===== src/rtl/fetch_pkg.sv =====
// Shared types and constants for the instruction fetch sequencer.
// Optional build macro FETCH_MISALIGN_CHECK_EN is consumed by fetch_sequencer and fetch_redirect_arb.
package fetch_pkg;

  localparam int unsigned XLEN_DEFAULT         = 32;
  localparam logic [31:0] RESET_VECTOR_DEFAULT = 32'h0000_0000;
  localparam int unsigned INSTR_BYTES          = 4;

  typedef enum logic [2:0] {
    ST_BOOT,
    ST_REQ,
    ST_WAIT,
    ST_HOLD,
    ST_FAULT
  } fetch_state_e;

endpackage


===== src/rtl/fetch_redirect_arb.sv =====
// Combinational redirect arbiter: trap beats branch; target is word-aligned on output.
// With FETCH_MISALIGN_CHECK_EN defined, also flags a winning target with non-zero low bits.
module fetch_redirect_arb
  import fetch_pkg::*;
#(
  parameter int unsigned XLEN = XLEN_DEFAULT
) (
  input  logic            branch_taken,
  input  logic [XLEN-1:0] branch_target,
  input  logic            trap_req,
  input  logic [XLEN-1:0] trap_target,
  output logic            redir_any,
  output logic [XLEN-1:0] redir_addr
`ifdef FETCH_MISALIGN_CHECK_EN
  ,
  output logic            redir_misalign
`endif
);

  logic [XLEN-1:0] sel;

  always_comb begin
    // NOTE: default assignment first so every path drives sel; no latch is inferred.
    sel = branch_target;
    if (trap_req) sel = trap_target;
  end

  assign redir_any  = trap_req | branch_taken;
  assign redir_addr = sel & ~XLEN'(INSTR_BYTES - 1);

`ifdef FETCH_MISALIGN_CHECK_EN
  assign redir_misalign = |(sel & XLEN'(INSTR_BYTES - 1));
`endif

endmodule


===== src/rtl/fetch_sequencer.sv =====
// Fetch PC owner: one outstanding imem request, one instruction held for decode, trap > branch redirects.
// Build macro FETCH_MISALIGN_CHECK_EN: misaligned redirect targets set sticky fetch_fault and park in FAULT.
module fetch_sequencer
  import fetch_pkg::*;
#(
  parameter int unsigned     XLEN         = XLEN_DEFAULT,
  parameter logic [XLEN-1:0] RESET_VECTOR = XLEN'(RESET_VECTOR_DEFAULT)
) (
  input  logic            clk,
  input  logic            reset,
  output logic            imem_req_valid,
  input  logic            imem_req_ready,
  output logic [XLEN-1:0] imem_req_addr,
  input  logic            imem_rsp_valid,
  input  logic [XLEN-1:0] imem_rsp_data,
  output logic            instr_valid,
  input  logic            instr_ready,
  output logic [XLEN-1:0] instr_data,
  output logic [XLEN-1:0] instr_pc,
  input  logic            branch_taken,
  input  logic [XLEN-1:0] branch_target,
  input  logic            trap_req,
  input  logic [XLEN-1:0] trap_target,
  output logic            fetch_fault
);

  fetch_state_e    state;
  logic [XLEN-1:0] pc;
  logic            redir_pend;
  logic [XLEN-1:0] redir_pend_addr;
  logic            redir_any;
  logic [XLEN-1:0] redir_addr;
`ifdef FETCH_MISALIGN_CHECK_EN
  logic            redir_misalign;
`endif

  fetch_redirect_arb #(.XLEN(XLEN)) u_arb (
    .branch_taken  (branch_taken),
    .branch_target (branch_target),
    .trap_req      (trap_req),
    .trap_target   (trap_target),
    .redir_any     (redir_any),
    .redir_addr    (redir_addr)
`ifdef FETCH_MISALIGN_CHECK_EN
    ,
    .redir_misalign(redir_misalign)
`endif
  );

  // The request address is the PC itself; it only moves outside REQ, so it is stable until handshake.
  assign imem_req_addr = pc;

  always_ff @(posedge clk or posedge reset) begin
    if (reset) begin
      state           <= ST_BOOT;
      pc              <= RESET_VECTOR;
      imem_req_valid  <= 1'b0;
      instr_valid     <= 1'b0;
      instr_data      <= '0;
      instr_pc        <= '0;
      redir_pend      <= 1'b0;
      redir_pend_addr <= '0;
`ifdef FETCH_MISALIGN_CHECK_EN
      fetch_fault     <= 1'b0;
`endif
    end else begin
      // NOTE: sequential state uses non-blocking assignments; later assignments in this block override earlier ones.
      unique case (state)
        ST_BOOT: begin
          imem_req_valid <= 1'b1;
          state          <= ST_REQ;
        end
        ST_REQ: begin
          if (redir_any) begin
            redir_pend      <= 1'b1;
            redir_pend_addr <= redir_addr;
          end
          if (imem_req_ready) begin
            imem_req_valid <= 1'b0;
            state          <= ST_WAIT;
          end
        end
        ST_WAIT: begin
          if (redir_any) begin
            redir_pend      <= 1'b1;
            redir_pend_addr <= redir_addr;
          end
          if (imem_rsp_valid) begin
            if (redir_pend || redir_any) begin
              // Response belongs to a squashed path: drop it and refetch from the redirect.
              pc             <= redir_any ? redir_addr : redir_pend_addr;
              redir_pend     <= 1'b0;
              imem_req_valid <= 1'b1;
              state          <= ST_REQ;
            end else begin
              instr_data  <= imem_rsp_data;
              instr_pc    <= pc;
              instr_valid <= 1'b1;
              state       <= ST_HOLD;
            end
          end
        end
        ST_HOLD: begin
          if (redir_any) begin
            pc             <= redir_addr;
            instr_valid    <= 1'b0;
            imem_req_valid <= 1'b1;
            state          <= ST_REQ;
          end else if (instr_ready) begin
            pc             <= pc + XLEN'(INSTR_BYTES);
            instr_valid    <= 1'b0;
            imem_req_valid <= 1'b1;
            state          <= ST_REQ;
          end
        end
        ST_FAULT: begin
        end
        default: state <= ST_BOOT;
      endcase

`ifdef FETCH_MISALIGN_CHECK_EN
      if (redir_any && redir_misalign &&
          (state == ST_REQ || state == ST_WAIT || state == ST_HOLD)) begin
        fetch_fault    <= 1'b1;
        imem_req_valid <= 1'b0;
        instr_valid    <= 1'b0;
        redir_pend     <= 1'b0;
        state          <= ST_FAULT;
      end
`endif
    end
  end

`ifndef FETCH_MISALIGN_CHECK_EN
  assign fetch_fault = 1'b0;
`endif

endmodule


===== config.mk =====
export PLATFORM = sky130hd
export DESIGN_NAME = fetch_sequencer
export DESIGN_NICKNAME = d
export VERILOG_FILES = /design/src/rtl/fetch_pkg.sv /design/src/rtl/fetch_redirect_arb.sv /design/src/rtl/fetch_sequencer.sv
export SDC_FILE = /design/constraint.sdc
export NUM_CORES = 1
export LEC_CHECK = 0
export CORE_MARGIN = 2
export CORE_UTILIZATION = 30
export DETAILED_ROUTE_END_ITERATION = 10
export SLEW_MARGIN = 20
export SYNTH_ARGS = -nofsm -noshare
export SYNTH_HDL_FRONTEND = slang
export SYNTH_SLANG_ARGS = --single-unit

===== constraint.sdc =====
create_clock -name clk -period 13.7 [get_ports clk]
set_input_delay 2.74 -clock clk [delete_from_list [all_inputs] [get_ports clk]]
set_output_delay 2.74 -clock clk [all_outputs]
set_load 0.03 [all_outputs]

==> results.ini <==
[logic_synthesis]
synth_ff_type=dfrtp_1
syn_inst=679
ys_seq_area_share_pct=48.9
netlist.area_leader.share_pct=48.9
synth_area_sq_um=6810
synth-edff-count=0
ys_ff_latch=133
synthTopCellsByArea=dfrtp_1, mux2_2, o21ai_0, nand2_1, a21oi_1
synth_cell_types=63
synth_top_cell_by_area=dfrtp_1
synth_nets=787
postSynthAreaPerCell_sq_um=10.0
yosys_warnings=0
synthArstFlopShare_pct=100

[cts]
hold_buffers=0
numCtsBuffers=17
clock-sinks=133
ctsHtreeMaxLevel=4
ctsRootBufferMaster=clkbuf_16
cts.path.max_buffers=2
clkTransAtPathRegs_ns=0.06
cts_tree=yes
clock_latency_ns=0.42
post_cts_buffers=0
ctsResizeCount=0

[route]
drc_errors=0
vias=5965
first_pass_iters=5
final_antenna_net_count=0
drt_wl_total_um=20300
first_iter_violations=561
vias_per_cell=5.20
wl_per_cell_um=17.7

[setup_path]
cp.arrival_ns=5.25
path_max_fanout=79
rr_endpoint=imem_req_addr[27]
end_kind=flop
crit_path_start=trap_req
critPathKind=input pin to flop
cp-start-kind=input pin
worstSetupEndpoint=imem_req_addr[27]
rr_worst_depth=6
r2r_setup_slack_ns=10.88
r2r_start=state[0]
required_ns=14.04

[floorplan]
num_rows=55
ioPinCount=202
start_util_pct=30.3
die-height_um=155
core_sq_um=22400
die_area_sq_um=23900
die_x_um=155

[grt]
antenna_found_initial=0
grt.overflow.total=0
grt_pass1_vias=5666
grt_most_used_layer=met2
grt_max_degree=80
grtUsageMet1_pct=23.5
track_usage_pct=16.9
use_met3_pct=3.45
met2_usage_pct=26.8
grt_pass1_wl_um=31900

[power_and_ir_drop]
switching_share_pct=39.4
ir_drop_mv=0.0771
power_density_nw_per_um2=210
clockPowerShare_pct=26.8
p_int_mw=1.23
p_total_mw=2.03
power.switching_uw=799
seqPwrFrac_pct=32.9
total_leakage_power_nw=4.13
comb_power_share_pct=40.3

[cells_and_area]
area.growth.synth_to_final_pct=41.6
layout-drive-gt1-share_pct=14.3
layout.nets=957
antennaDiodeCount=0

[sta]
final.period_utilization_pct=35.8
fin_skew_ns=0.00975
slew_viol_final=0
setup_tns_ns=0
hold_viol=0
setup_viol=0
max_freq_mhz=204
fin_crit_ns=4.91
relSlewSlack_pct=37.4
rsz0062_at_grt=false
max_slew.worst_pin.slew_ns=0.938

[status]
status=finished, final reports clean

[job]
drv_cap=0

[min_path]
min_path_type=flop to flop

[placement]
place_hpwl_um=13900
io_buffers=196
finalWeightedCongestion=0.811

[Yosys cell counts, types with 6 or more instances]
cell type,instances
a211oi_1,14
a21boi_0,6
a21oi_1,43
a22oi_1,24
a31oi_1,13
and3_1,8
buf_1,6
buf_2,12
clkbuf_1,29
dfrtp_1,133
inv_1,21
mux2_2,60
nand2_1,66
nor2_1,34
nor3_1,6
nor3b_1,25
o21ai_0,73
o21ai_1,18
[metal layers]
layer	routed length, um	vias to the layer above
met2	9310	228
li1	-	2813
met4	186	0
met1	9400	2909
met3	1360	15
met5	0	-
[logic make-up (layout without fill, tap and decap cells)]
logic type / after synthesis / in the layout / synth area share, %
DFF: 133 / 133 / 48.9
and+or+nand+nor: 176 / 176 / 14.4
muxes: 64 / 64 / 10.5
AOI/OAI and AO/OA: 226 / 226 / 20.3
buffers and inverters: 74 / 257 / 4.83
other: 1 / 1 / 0.0551
adders and majority gates: 5 / 5 / 0.919
[registers in the layout (all words and copies together) (netlist names)]
signal,cells
imem_req_addr,32
instr_data,32
instr_pc,32
redir_pend_addr,32
state,2
imem_req_valid,1
instr_valid,1
redir_pend,1
[worst min-delay path by stage]
stage	startpoint	endpoint	slack [ns]	depth (start not counted)
CTS	redir_pend_addr[13]	redir_pend_addr[13]	0.48	2
detailed placement	redir_pend_addr[13]	redir_pend_addr[13]	0.46	2
floorplan	redir_pend_addr[10]	redir_pend_addr[10]	0.44	2
finish	redir_pend_addr[13]	redir_pend_addr[13]	0.47	2
global placement	redir_pend_addr[4]	redir_pend_addr[4]	0.45	2
global route	redir_pend_addr[9]	redir_pend_addr[9]	0.50	2
[layout make-up]
class                           count  area (sq um)
Fill cell                        2150         12800
Sequential cell                   133          3330
Multi-Input combinational cell    472          3160
Timing Repair Buffer              204          2010
Clock buffer                       19           443
Tap cell                          285           357
Clock inverter                     13           253
Inverter                           21          83.8
[stage by stage]
step / utilization, % / setup WS [ns] / std cells / hold WS [ns] / instance area, sq um
after global routing: 43.0 / 8.58 / 1147 / 0.496 / 9640
final: 43.0 / 8.79 / 1147 / 0.473 / 9640
after floorplan: - / 7.41 / 679 / 0.442 / 6810
after detailed placement: 39.8 / 8.36 / 1115 / 0.462 / 8940
after global placement: 39.8 / 8.38 / 1115 / 0.453 / 8940
after CTS: 43.0 / 8.81 / 1147 / 0.475 / 9640
[cell usage in the layout, fill, tap and decap left out, types with 3 or more instances in the layout]
cell / netlist / layout
and3_1: 8 / 8
clkdlybuf4s50_1: 0 / 194
buf_4: 3 / 8
o21ai_1: 18 / 18
a21boi_0: 6 / 6
nand3_1: 4 / 4
o21ai_0: 73 / 73
mux2i_1: 3 / 3
o31ai_1: 3 / 3
nand2_1: 66 / 65
clkbuf_16: 0 / 17
ha_1: 5 / 5
nor3_1: 6 / 6
a211oi_1: 14 / 14
o22ai_1: 4 / 4
nor2_1: 34 / 34
mux2_2: 60 / 60
o32ai_1: 3 / 3
nand4_1: 5 / 5
a21oi_1: 43 / 43
bufinv_16: 0 / 7
o31a_1: 3 / 3
and2_1: 5 / 5
a22o_1: 3 / 3
dfrtp_1: 133 / 133
inv_1: 21 / 20
a41oi_1: 4 / 4
a31oi_1: 13 / 13
a22oi_1: 24 / 24
nor3b_1: 25 / 25
[power by group through the flow]
stage	combinational [mW]	sequential [mW]	clock [mW]
after floorplan	0.350	0.807	0
after global placement	0.813	0.669	0
after detailed placement	0.822	0.677	0
after CTS	0.823	0.670	0.556
after global routing	0.885	0.692	0.574
final	0.816	0.667	0.544
[critical path: stages]
cell	delay [ns]
buf_2	0.08
buf_4	0.61
or4b_4	0.28
nand3_2	0.71
or3_1	0.61
o211ai_1	0.16
(Power assumes the default switching activity.)
